$ cat src/rtl/mux_seq_pkg.sv
// mux_seq_pkg: shared state encoding and select-order helpers for the mux scan sequencer
package mux_seq_pkg;
  localparam int SEL_W_DEF = 3;
  localparam int SEL_MAX_W = 8;
  typedef logic [SEL_MAX_W-1:0] sel_t;
  typedef enum logic [1:0] {IDLE, SCAN, CHECK} state_t;
  function automatic sel_t first_sel(input bit lsb_first, input sel_t last_idx);
    return lsb_first ? '0 : last_idx;
  endfunction
  function automatic sel_t next_sel(input sel_t s, input bit lsb_first);
    return lsb_first ? s + sel_t'(1) : s - sel_t'(1);
  endfunction
endpackage

$ cat src/rtl/mux_scan_sequencer_sel_hold_timer.sv
// sel_hold_timer: per-select hold counter with terminal count on the last hold cycle
module sel_hold_timer #(
  parameter int HOLD_CYCLES = 4
) (
  input  logic clk,
  input  logic rst,
  input  logic clr_i,
  input  logic en_i,
  output logic tc_o
);
  logic [7:0] cnt_q, cnt_d;
  assign tc_o = cnt_q == 8'(HOLD_CYCLES - 1);
  assign cnt_d = clr_i ? '0 : !en_i ? cnt_q : tc_o ? '0 : cnt_q + 8'd1;
  always_ff @(posedge clk) cnt_q <= rst ? '0 : cnt_d;
endmodule

$ cat src/rtl/mux_scan_sequencer.sv
// mux_scan_sequencer: scans a byte through an 8:1 mux select by select and loop-checks the result
module mux_scan_sequencer
  import mux_seq_pkg::*;
#(
  parameter int SEL_W       = SEL_W_DEF,
  parameter int HOLD_CYCLES = 4,
  parameter int LSB_FIRST   = 1
) (
  input  logic                  CLK,
  input  logic                  RST,
  input  logic                  DATA_VALID,
  output logic                  DATA_READY,
  input  logic [2**SEL_W-1:0]   DATA_BYTE,
  output logic [2**SEL_W-1:0]   DATA_IN,
  output logic [SEL_W-1:0]      S,
  output logic                  EN_0,
  input  logic                  DATA_OUT,
  output logic                  SER_BIT,
  output logic                  SER_VALID,
  output logic [2**SEL_W-1:0]   RX_BYTE,
  output logic                  DONE,
  output logic                  ERR,
  output logic                  BUSY
);
  localparam int N = 2**SEL_W;
  localparam logic [SEL_W-1:0] LAST_SEL = (LSB_FIRST != 0) ? SEL_W'(N - 1) : '0;
  state_t state_q;
  logic tc;
  logic [N-1:0] rx_d;
  sel_hold_timer #(.HOLD_CYCLES(HOLD_CYCLES)) u_timer (
    .clk(CLK), .rst(RST), .clr_i(state_q != SCAN), .en_i(1'b1), .tc_o(tc)
  );
  // the final sample is folded in here so ERR is already valid in the DONE cycle
  always_comb begin
    rx_d = RX_BYTE;
    rx_d[S] = DATA_OUT;
  end
  always_ff @(posedge CLK) begin
    if (RST) begin
      state_q <= IDLE;
      DATA_READY <= 1'b1;
      DATA_IN <= '0;
      S <= '0;
      EN_0 <= 1'b0;
      SER_BIT <= 1'b0;
      SER_VALID <= 1'b0;
      RX_BYTE <= '0;
      DONE <= 1'b0;
      ERR <= 1'b0;
      BUSY <= 1'b0;
    end else begin
      SER_VALID <= 1'b0;
      DONE <= 1'b0;
      case (state_q)
        IDLE: if (DATA_VALID) begin
          state_q <= SCAN;
          DATA_READY <= 1'b0;
          BUSY <= 1'b1;
          DATA_IN <= DATA_BYTE;
          S <= SEL_W'(first_sel(LSB_FIRST != 0, sel_t'(N - 1)));
          EN_0 <= 1'b1;
          RX_BYTE <= '0;
          ERR <= 1'b0;
        end
        SCAN: if (tc) begin
          SER_BIT <= DATA_OUT;
          SER_VALID <= 1'b1;
          RX_BYTE <= rx_d;
          if (S == LAST_SEL) begin
            state_q <= CHECK;
            BUSY <= 1'b0;
            EN_0 <= 1'b0;
            S <= '0;
            DONE <= 1'b1;
            ERR <= rx_d != DATA_IN;
          end else begin
            S <= SEL_W'(next_sel(sel_t'(S), LSB_FIRST != 0));
          end
        end
        default: begin
          state_q <= IDLE;
          DATA_READY <= 1'b1;
        end
      endcase
    end
  end
endmodule

$ cat config.mk
export PLATFORM = sky130hd
export DESIGN_NAME = mux_scan_sequencer
export DESIGN_NICKNAME = d
export VERILOG_FILES = /design/src/rtl/mux_seq_pkg.sv /design/src/rtl/mux_scan_sequencer_sel_hold_timer.sv /design/src/rtl/mux_scan_sequencer.sv
export SDC_FILE = /design/constraint.sdc
export NUM_CORES = 1
export LEC_CHECK = 0
export BUFFER_PORTS_ARGS = -buffer_cell sky130_fd_sc_hd__buf_2
export CORE_MARGIN = 2
export CORE_UTILIZATION = 50
export DETAILED_ROUTE_END_ITERATION = 10
export GPL_TIMING_DRIVEN = 0
export PLACE_DENSITY = 0.86
export SLEW_MARGIN = 40
export SYNTH_ARGS = -nofsm -noshare
export SYNTH_HDL_FRONTEND = slang
export SYNTH_SLANG_ARGS = --single-unit
$ cat constraint.sdc
create_clock -name CLK -period 2.9 [get_ports CLK]
set_clock_uncertainty 0.2 [all_clocks]
set_input_delay 0.435 -clock CLK [delete_from_list [all_inputs] [get_ports CLK]]
set_output_delay 0.435 -clock CLK [all_outputs]
set_load 0.005 [all_outputs]
==> Word level (Yosys, flattened, before mapping) <==
Index checks and enable logic that the tools add are counted.
{ "totals": {"register_bits": 35, "input_bits": 12, "out_inout_bits": 26, "wordCells": 62} }
{ "op_classes": {"addsub": 2, "order_cmp": 2, "n_eq_ne": 8, "n_mux": 25, "n_bitwise": 2, "reduce_logical": 12} }
{ "op_table": {"columns": ["cell", "count"], "rows": [
  ["two-way mux 8 bit", 2],
  ["one-hot mux 8 bit (2 select lines)", 1],
  ["two-way mux 1 bit", 9],
  ["two-way mux 3 bit", 3],
  ["adder 8 x 1 -> 8 bit (second input constant)", 1],
  ["bitwise mux 8 bit", 1],
  ["== test 8 x 2 -> 1 bit (second input constant)", 1],
  ["!= test 8 bit", 1],
  ["two-way mux 2 bit", 3],
  ["one-hot mux 1 bit (2 select lines)", 3],
  ["one-hot mux 3 bit (2 select lines)", 1],
  ["AND reduction 2 bit", 3],
  ["AND reduction 3 bit", 2],
  ["OR reduction 3 bit", 2],
  ["less-than comparator 3 x 4 -> 1 bit (second input constant)", 1],
  ["!= test 2 x 1 -> 1 bit (second input constant)", 2],
  ["!= test 2 bit (second input constant)", 2],
  ["one-hot mux 2 bit (2 select lines)", 1],
  ["AND reduction 4 bit", 1],
  ["adder 3 x 1 -> 3 bit (second input constant)", 1],
  ["demux 1 bit (select 3 bit)", 1],
  ["== test 3 bit (second input constant)", 1],
  [">= comparator 3 x 1 -> 1 bit (second input constant)", 1],
  ["== test 2 x 1 -> 1 bit (second input constant)", 1],
  ["5 further kinds", 6]
]} }

==> Logic depth before layout (Yosys ltp) <==
{ "depth": {"depth_word": 9, "mapped_depth": 7, "mapped_depth_nobuf": 7} }

==> Hierarchy <==
Synthesis repeated with hierarchy kept, for this count alone.
{ "hier_totals": {"hier_cells": 207, "area_unflattened_um2": 1858.0} }
{ "by_module_without_submodules": {"columns": ["module", "instances", "cells_per_inst", "area_each_um2", "seq_area_each_um2"], "rows": [
  ["mux_scan_sequencer", 1, 162, 1447.6, 540.5],
  ["sel_hold_timer", 1, 45, 410.4, 160.2]
]} }

==> Least setup slack after synthesis <==
Ideal clock, no wire load.
{ "synth_timing": {"kind": "reg2reg", "startpoint": "register u_timer.cnt_q[0]", "endpoint": "register ERR", "arrival_ns": 1.699, "slack_ns": 0.863, "path_stages_with_launch": 7, "path_buffers": 0, "period_less_slack_ns": 2.037, "path_cell_list": "dfxtp_1 -> ha_1 -> or3b_4 -> o31a_2 -> o21ai_1 -> nor3b_1 -> a311oi_1"} }
{ "synth_between": {"elab_chain_len": 3} }
{ "synth_lines": {"columns": ["item", "line", "source"], "rows": [
  ["start, declared", "mux_scan_sequencer_sel_hold_timer.sv:11", "logic [7:0] cnt_q, cnt_d;"],
  ["start signal, assigned", "mux_scan_sequencer_sel_hold_timer.sv:14", "always_ff @(posedge clk) cnt_q <= rst ? '0 : cnt_d;"],
  ["== test 8 x 2 -> 1 bit", "mux_scan_sequencer_sel_hold_timer.sv:12", "assign tc_o = cnt_q == 8'(HOLD_CYCLES - 1);"],
  ["!= test 2 x 1 -> 1 bit (no source line)", null, null],
  ["AND reduction 4 bit (no source line)", null, null],
  ["end signal, assigned", "mux_scan_sequencer.sv:49", "ERR <= 1'b0;"],
  ["end signal, assigned", "mux_scan_sequencer.sv:63", "ERR <= 1'b0;"],
  ["end signal, assigned", "mux_scan_sequencer.sv:75", "ERR <= rx_d != DATA_IN;"],
  ["end, declared", "mux_scan_sequencer.sv:22", "output logic ERR,"]
]} }
Every way passes these cells.
A chain may end at the register's enable or synchronous reset.

==> Final worst setup path <==
{ "layout_timing": {"startpoint": "register u_timer.cnt_q[0]", "endpoint": "register RX_BYTE[0]"} }
{ "layout_between": {"elab_chain_len": 3} }
{ "layout_lines": {"columns": ["item", "line", "source"], "rows": [
  ["== test 8 x 2 -> 1 bit", "mux_scan_sequencer_sel_hold_timer.sv:12", null],
  ["!= test 2 x 1 -> 1 bit (no source line)", null, null],
  ["AND reduction 3 bit (no source line)", null, null],
  ["end signal, assigned", "mux_scan_sequencer.sv:68", "RX_BYTE <= rx_d;"],
  ["end, declared", "mux_scan_sequencer.sv:20", "output logic [2**SEL_W-1:0] RX_BYTE,"]
]} }
Every way passes these cells.

==> flow_summary.ini <==
[pwr]
worst_ir_drop_vdd_mv = 0.200
p_leak_uw = 0.000885
power.total_uw = 843
powerDensity_nw_per_um2 = 411

[clocking]
cts_hold_buf = 0
tritoncts.num_buffers = 5
cts_resized = 0
clk_latency_ns = 0.35
postCtsSetupBuffers = 0
htreeDepth = 2
cts_sinks = 35
cts_tree = yes
clk_path_buf_depth = 2
cts_root_buf = clkbuf_4
path_clk_slew_ns = 0.11

[routing]
drtIter0Drc = 87
dr.pass1.iters = 5
drc = 0
viasPerCell = 5.47
wirelength_um = 4080
wl_per_cell_um = 13.7
via_count = 1624
ant_nets = 0

[placement]
hpwl_um = 2910
dp_cells = 289
place.gp.congestion = 0.832
port_buffers = 35

[sta]
max_slew.worst_pin.slew_ns = 0.707
finalSetupViolations = 0
rsz0062_at_grt = no
max_freq_mhz = 444
fin_tns_setup_ns = 0
finalHoldViolations = 0
final_max_slew_viol_count = 0
slew-limit-headroom = 0.529
period_share = 0.776
fin_crit_ns = 2.25

[synth]
synth_edf_count = 0
synthesis.nets = 223
synth-async-reset-ratio = 0
ys_warn_count = 0
yosysUniqueCellTypes = 46
avgSynthCellArea_um2 = 8.51
synth_seq_cells = 35
syn_area_um2 = 1770
syn_inst = 208
ys.flop_type = dfxtp_1
ys_seq_area_frac = 0.396

[floorplanning]
die-area_um2 = 4030
pin_count = 38
coreArea_um2 = 3360
initial_core_util = 0.526
die_h_um = 63.5
die_w_um = 63.5
std_cell_rows = 21

[worst_setup_path]
rrSetupSlack_ns = 0.65
worstPathMaxFanout = 10
cp-startpoint = u_timer.cnt_q[0]$_SDFF_PP0_
crit_path_end_kind = flip-flop
worst_ep_arrival_time_ns = 2.26
worstSetupPathType = reg -> reg
required_ns = 2.91
startpoint_type = flip-flop
rr_startpoint = u_timer.cnt_q[0]$_SDFF_PP0_

[global_routing]
grt_antenna_before_repair = 0
gr-total-overflow = 0
grt_max_degree = 11
grt_usage = 0.220
grt_pass1_wl_um = 7040
grt_pass1_vias = 1514

[hold_path]
min_from = RST
hold_class = in -> reg

[outcome]
status = completed

[cells_and_area]
stdcell_count = 297
drive_above_1_share = 0.219
nets = 265
layout_common_cells = nor2_1 (38), dfxtp_1 (35), buf_2 (35)
syn2layout_area_growth_pct = 16.0
final_common_cell = nor2_1
antenna_cells = 0

[job]
max_cap_viol_count = 0
-- cell families (layout without fill, tap and decap cells) --
logic type,after synthesis,count (layout),synth area share
buffers and inverters,17,60,0.0516
AOI/OAI and AO/OA,37,37,0.129
xor gates and xnor gates,10,10,0.0495
adders and majority gates,3,3,0.0212
DFF,35,35,0.396
muxes,14,14,0.0791
and+or+nand+nor,92,92,0.274
-- synth_stat cells, drive strengths merged, types with 4 or more instances --
master | instances | area, um2
xor2 | 5 | 43.8
a21oi | 14 | 70.1
nand3 | 6 | 30.0
inv | 5 | 18.8
clkbuf | 6 | 23.8
buf | 6 | 48.8
o21ai | 10 | 50.0
dfxtp | 35 | 701
mux2i | 14 | 140
nor2 | 39 | 163
nor3 | 5 | 36.3
nor3b | 4 | 30.0
xnor2 | 5 | 43.8
nand2 | 17 | 63.8
-- critical path, stage by stage, from the launching register on --
cell and delay [ns]:
dfxtp_1 0.40, ha_1 0.25, or3b_4 0.44, nor3_4 0.21, nor2_1 0.09, clkbuf_1 0.24, o21ai_0 0.22, a21oi_1 0.08
-- metal layers --
metal | track usage | routed length, um | up-vias
met2 | 0.353 | 1870 | 49
met4 | 0.0870 | 91 | 0
met3 | 0.0464 | 272 | 11
met5 | 0 | 0 | -
li1 | - | - | 807
met1 | 0.289 | 1850 | 757
-- per-stage QoR --
stage | worst slack, ns | instance area (um2) | hold slack, ns | utilization
after CTS | 0.643 | 2050 | 0.101 | 0.610
after global placement | 0.715 | 2000 | 0.230 | 0.596
final | 0.650 | 2050 | 0.110 | 0.610
after global routing | 0.449 | 2050 | 0.0979 | 0.610
after floorplan | 0.863 | 1770 | 0.237 | -
after detailed placement | 0.654 | 2000 | 0.245 | 0.596
-- where the power goes --
group / switching, uW / total [uW] / internal (uW)
Sequential: 12.3 / 504 / 491
Clock: 158 / 252 / 94.4
Combinational: 48.0 / 87.2 / 39.2
Total: 218 / 843 / 625
-- final cells by class --
| cell class | count | area (um2) |
|---|---|---|
| clock inverter | 1 | 5.00 |
| fill | 338 | 1310 |
| multi-input combinational | 156 | 978 |
| sequential | 35 | 701 |
| tap | 46 | 57.6 |
| clock buffer | 7 | 45.0 |
| buffer | 12 | 72.6 |
| inverter | 5 | 18.8 |
| timing repair buffer | 35 | 175 |
-- flip-flops by register name, summed over array words and instances (netlist names) --
register,flops
state_q,2
DATA_READY,1
DONE,1
DATA_IN,8
SER_VALID,1
S,3
SER_BIT,1
u_timer.cnt_q,8
RX_BYTE,8
ERR,1
BUSY,1
-- final timing paths --
check                                  to  depth (start not counted)
setup / recovery  RX_BYTE[0]$_SDFFE_PP0P_                          7
hold / removal          S[1]$_SDFFE_PP0P_                          2
setup reg to reg  RX_BYTE[0]$_SDFFE_PP0P_                          7
hold reg to reg   DATA_READY$_SDFFE_PP1P_                          2
Note: power is estimated with default switching activity, not from simulation.
